## src/rtl/aes_out_misr.sv

```systemverilog
// Compresses AES ciphertext into a MISR signature after skipping the pipeline fill.
// Latency: first fold on the (LATENCY+1)th enabled edge after start; one fold per enabled edge after that.
// Backpressure: none; enable=0 freezes all state (only out_valid drops), start outside IDLE/DONE is ignored.
module aes_out_misr #(
    parameter int unsigned          WIDTH     = 128,
    parameter int unsigned          LATENCY   = 21,
    parameter logic [WIDTH-1:0]     MISR_SEED = WIDTH'(1)
) (
    input  logic             clk,
    input  logic             rst_n,
    input  logic             enable,
    input  logic             start,
    input  logic [31:0]      num_tests,
    input  logic [WIDTH-1:0] data_in,
    output logic [WIDTH-1:0] signature,
    output logic [31:0]      count,
    output logic             out_valid,
    output logic             busy,
    output logic             done
);

    localparam int unsigned    FW        = (LATENCY > 0) ? $clog2(LATENCY + 1) : 1;
    localparam int unsigned    LAST_FILL = (LATENCY > 0) ? LATENCY - 1 : 0;
    localparam logic [WIDTH-1:0] POLY    = WIDTH'(8'h87);

    typedef enum logic [1:0] {
        S_IDLE,
        S_FILL,
        S_COMPRESS,
        S_DONE
    } state_t;

    state_t           r_state;
    state_t           w_state_nxt;
    logic [FW-1:0]    r_fill;
    logic [31:0]      r_num;
    logic [31:0]      r_count;
    logic [WIDTH-1:0] r_sig;
    logic             r_out_valid;

    logic             w_accept;
    logic             w_fold_en;
    logic             w_last;
    logic             w_fill_en;
    logic [WIDTH-1:0] w_fold;

    assign w_accept  = enable && start && (r_state == S_IDLE || r_state == S_DONE);
    assign w_fill_en = enable && (r_state == S_FILL);
    assign w_fold_en = enable && (r_state == S_COMPRESS);
    assign w_last    = ((r_count + 32'd1) == r_num);
    assign w_fold    = {r_sig[WIDTH-2:0], 1'b0} ^ (r_sig[WIDTH-1] ? POLY : '0) ^ data_in;

    always_comb begin
        w_state_nxt = r_state;
        case (r_state)
            S_IDLE, S_DONE: begin
                if (w_accept) begin
                    if (num_tests == 32'd0)
                        w_state_nxt = S_DONE;
                    else if (LATENCY == 0)
                        w_state_nxt = S_COMPRESS;
                    else
                        w_state_nxt = S_FILL;
                end
            end
            S_FILL: begin
                if (w_fill_en && (r_fill == FW'(LAST_FILL)))
                    w_state_nxt = S_COMPRESS;
            end
            S_COMPRESS: begin
                if (w_fold_en && w_last)
                    w_state_nxt = S_DONE;
            end
            default: w_state_nxt = S_IDLE;
        endcase
    end

    always_ff @(posedge clk or negedge rst_n) begin
        if (!rst_n) begin
            r_state     <= S_IDLE;
            r_fill      <= '0;
            r_num       <= '0;
            r_count     <= '0;
            r_sig       <= '0;
            r_out_valid <= 1'b0;
        end else begin
            r_state     <= w_state_nxt;
            r_out_valid <= w_fold_en;
            if (w_accept) begin
                r_sig   <= MISR_SEED;
                r_count <= '0;
                r_fill  <= '0;
                r_num   <= num_tests;
            end else if (w_fill_en) begin
                r_fill  <= r_fill + FW'(1);
            end else if (w_fold_en) begin
                // count tops out at r_num because the last fold leaves COMPRESS
                r_sig   <= w_fold;
                r_count <= r_count + 32'd1;
            end
        end
    end

    assign signature = r_sig;
    assign count     = r_count;
    assign out_valid = r_out_valid;
    assign busy      = (r_state == S_FILL) || (r_state == S_COMPRESS);
    assign done      = (r_state == S_DONE);

endmodule
```

## config.mk

```make
export PLATFORM = sky130hd
export DESIGN_NAME = aes_out_misr
export DESIGN_NICKNAME = d
export VERILOG_FILES = /design/src/rtl/aes_out_misr.sv
export SDC_FILE = /design/constraint.sdc
export NUM_CORES = 1
export LEC_CHECK = 0
export CORE_MARGIN = 2
export CORE_UTILIZATION = 44
export CTS_BUF_LIST = sky130_fd_sc_hd__clkbuf_4 sky130_fd_sc_hd__clkbuf_8
export DETAILED_ROUTE_END_ITERATION = 7
export GPL_TIMING_DRIVEN = 1
export PLACE_DENSITY = 0.87
export SKIP_CTS_REPAIR_TIMING = 1
export SLEW_MARGIN = 20
export SYNTH_ARGS = -nofsm -noshare
export SYNTH_HDL_FRONTEND = slang
export SYNTH_SLANG_ARGS = --single-unit
```

## constraint.sdc

```tcl
create_clock -name clk -period 2.4 [get_ports clk]
set_input_delay 0.24 -clock clk [delete_from_list [all_inputs] [get_ports clk]]
set_output_delay 0.24 -clock clk [all_outputs]
set_load 0.01 [all_outputs]
```

==> flow_summary.json <==
{
  "crit_required_ns": 2.76,
  "ios": 327,
  "drt_iter0_drc": 427,
  "cp-end-kind": "flop",
  "violations": "negative setup slack",
  "crit_path_max_incr_delay_ns": 0.50,
  "synth_seq_cells": 200,
  "netlist_top_cells_count": "dfrtp_1, nor2_1, xnor2_1",
  "slew_headroom_pct": 60.2,
  "grt.overflow.total": 0,
  "p_int_mw": 10.3,
  "tightest_slew_ns": 0.591,
  "final_net_count": 1545,
  "path_cells": "nand3_4 > buf_4 > nor2_1 > nand4_1 > mux2i_1 > mux2i_1 > o22ai_1 > a31oi_1 > mux2_1",
  "power_switching_mw": 6.44,
  "path_max_fanout": 6,
  "grt_pass1_wl_um": 48100,
  "netlist_instances": 1005,
  "report.final.slew_viol_count": 0,
  "r2r-end": "r_state[1]",
  "ys_warn_count": 0,
  "port_buffers": 326,
  "drtAntennaViolNets": 0,
  "switching_share_pct": 38.4,
  "rsz0062_at_grt": "yes",
  "setup-violations-final": 2,
  "cp.arrival_ns": 2.82,
  "reg2reg_from": "count[5]",
  "hold_path.class": "input pin to async pin",
  "numCtsBuffers": 17,
  "start_util_pct": 44.5,
  "dpl_cell_area_um2": 14500,
  "clock_path_buffers": 2,
  "instances_no_fill": 1707,
  "vias": 9011,
  "clock-root-buffer": "clkbuf_8",
  "antenna_found_initial": 0,
  "gp_congestion": 0.890,
  "synth_flop_cell": "dfrtp_1",
  "cpMaxStageDelayCell": "dfrtp_1",
  "drtPass1Iterations": 4,
  "clock.fmax_ghz": 0.406,
  "max_cap_violations": 0,
  "yosys.area.top_type": "dfrtp_1",
  "synth_top_area_share_pct": 48.4,
  "cts_tree": "done",
  "drive_above_1_share_pct": 13.6,
  "synth_fp_nets": 1176,
  "setup-tns-final_ns": -0.0800,
  "routedWlPerCell_um": 18.0,
  "synth_area_leaders": "dfrtp_1, xnor2_1, a211oi_1",
  "netlist_area_um2": 10300,
  "post-synth-top-count-cell": "dfrtp_1",
  "p_leak_nw": 5.83,
  "dp_hpwl_um": 23300,
  "startpoint_type": "flop",
  "status": "finished with violations",
  "clk_latency_ns": 0.47,
  "crit_type": "flop to flop",
  "drc": 0,
  "final_util_pct": 64.5,
  "synth-edff-count": 0,
  "synthArstFlopShare_pct": 100,
  "powerDensity_nw_per_um2": 1120,
  "avgSynthCellArea_um2": 10.3,
  "skew_ns": 0.0251,
  "pwr-share-comb_pct": 49.2,
  "ys_types": 58,
  "core.rowCount": 56,
  "ff2ff_setup_slack_ns": -0.06,
  "layout_min_cycle_time_ns": 2.46,
  "worst_slack_ns": -0.0613,
  "wl_um": 30700,
  "stdcell_area_um2": 15000,
  "chipHeight_um": 157,
  "ys_seq_area_share_pct": 48.4,
  "post-place-cells": 1673,
  "h-tree-depth": 4,
  "crit_family": "multiplexers",
  "hold_viol": 0,
  "ff2ff_path_depth": 9,
  "grt_usage_pct": 24.8,
  "avgViaCountPerCell": 5.28,
  "clk_pin_slew_ns": 0.13,
  "crit_top_cell": "mux2i_1",
  "ir_worst_vdd_v": 0.000664,
  "p_clk_share_pct": 13.0,
  "p_seq_share_pct": 37.8,
  "areaGrowthSynthToFinish_pct": 45.2,
  "core-area_um2": 23300,
  "whs_ns": 0.327,
  "grt_max_degree": 84,
  "grt_pass1_vias": 9072,
  "path_buf_inv": 1,
  "clock_sinks": 200,
  "dieArea_um2": 24700,
  "die_x_um": 157,
  "finalCritPeriodShare_pct": 103
}
## kinds of logic (layout without fill, tap and decap cells)
family | count (synthesis) | after routing | share of synthesized area [%]
buffers and inverters | 79 | 461 | 3.32
muxes | 37 | 37 | 3.98
xor gates and xnor gates | 207 | 207 | 17.5
AOI/OAI and AO/OA | 168 | 168 | 11.7
adders and majority gates | 7 | 7 | 0.847
DFF | 200 | 200 | 48.4
and+or+nand+nor | 307 | 307 | 14.2
other | 0 | 1 | 0
## worst reg2reg max path, stage by stage, from the launching register on
cell and delay [ns]:
dfrtp_1 0.50, nand3_4 0.14, buf_4 0.17, nor2_1 0.26, nand4_1 0.24, mux2i_1 0.17, mux2i_1 0.14, o22ai_1 0.10
a31oi_1 0.28, mux2_1 0.36
## placed cells by master (no fill, tap or decap), types with 3 or more instances in the layout
cell type and n:
nand4_1 23, buf_4 80, inv_1 12, nor2_1 169
dfrtp_2 5, nor3_1 7, or3_1 3, clkdlybuf4s50_1 325
mux2_2 32, inv_8 3, buf_12 10, xor2_1 34
xnor2_1 172, mux2i_1 4, clkinv_4 3, clkbuf_8 19
a21oi_1 13, nor4_1 11, o21ai_0 11, nor4_2 4
or2_2 4, dfrtp_1 195, a31oi_1 4, nand3_1 19
inv_6 4, a211oi_1 126, nand2_1 33, nor2b_1 3
clkinv_8 3, and3_1 6, ha_1 6
## power by group through the flow
stage / Sequential (mW) / Combinational (mW) / Clock (mW)
after floorplan: 6.57 / 3.86 / 0
after global placement: 6.33 / 7.99 / 0
after detailed placement: 6.37 / 8.25 / 0
after CTS: 6.35 / 8.27 / 2.25
after global routing: 6.55 / 8.98 / 2.37
final: 6.34 / 8.26 / 2.18
## registers in the layout, indices dropped and copies added (netlist names)
signal,flops
count,32
out_valid,1
r_fill,5
r_num,32
r_state,2
signature,128
## metrics by stage
| step | setup slack, ns | total power [mW] |
|---|---|---|
| 2_1_floorplan | 0.0168 | 10.4 |
| 6_report | -0.0613 | 16.8 |
| 4_1_cts | -0.185 | 16.9 |
| 5_1_grt | -0.213 | 17.9 |
| 3_3_place_gp | -0.191 | 14.3 |
| 3_5_place_dp | -0.200 | 14.6 |
## layer usage
| layer | global-route usage, % | wire length (um) | vias up |
|---|---|---|---|
| met1 | 31.5 | 12400 | 4390 |
| met2 | 41.8 | 15500 | 339 |
| li1 | - | - | 4221 |
| met4 | 7.88 | 782 | 0 |
| met5 | 0 | 0 | - |
| met3 | 6.03 | 2050 | 61 |
## how the worst max path moves through the flow
stage / startpoint / to / slack, ns / depth (start not counted)
2_1_floorplan: count[13] / r_state[1] / 0.02 / 9
3_3_place_gp: enable / r_state[1] / -0.19 / 9
3_5_place_dp: enable / r_state[1] / -0.20 / 9
4_1_cts: count[1] / r_state[1] / -0.19 / 9
5_1_grt: count[11] / r_state[1] / -0.21 / 10
6_report: count[5] / r_state[1] / -0.06 / 9
## cell type report
cell class	instances	area (um2)
Sequential cell	200	5010
Clock buffer	18	248
Inverter	12	45.0
Timing Repair Buffer	417	4080
Clock inverter	14	151
Tap cell	319	399
Multi-Input combinational cell	726	5080
Fill cell	1800	8250
Antenna cell	1	2.50
(Power assumes the default switching activity.)
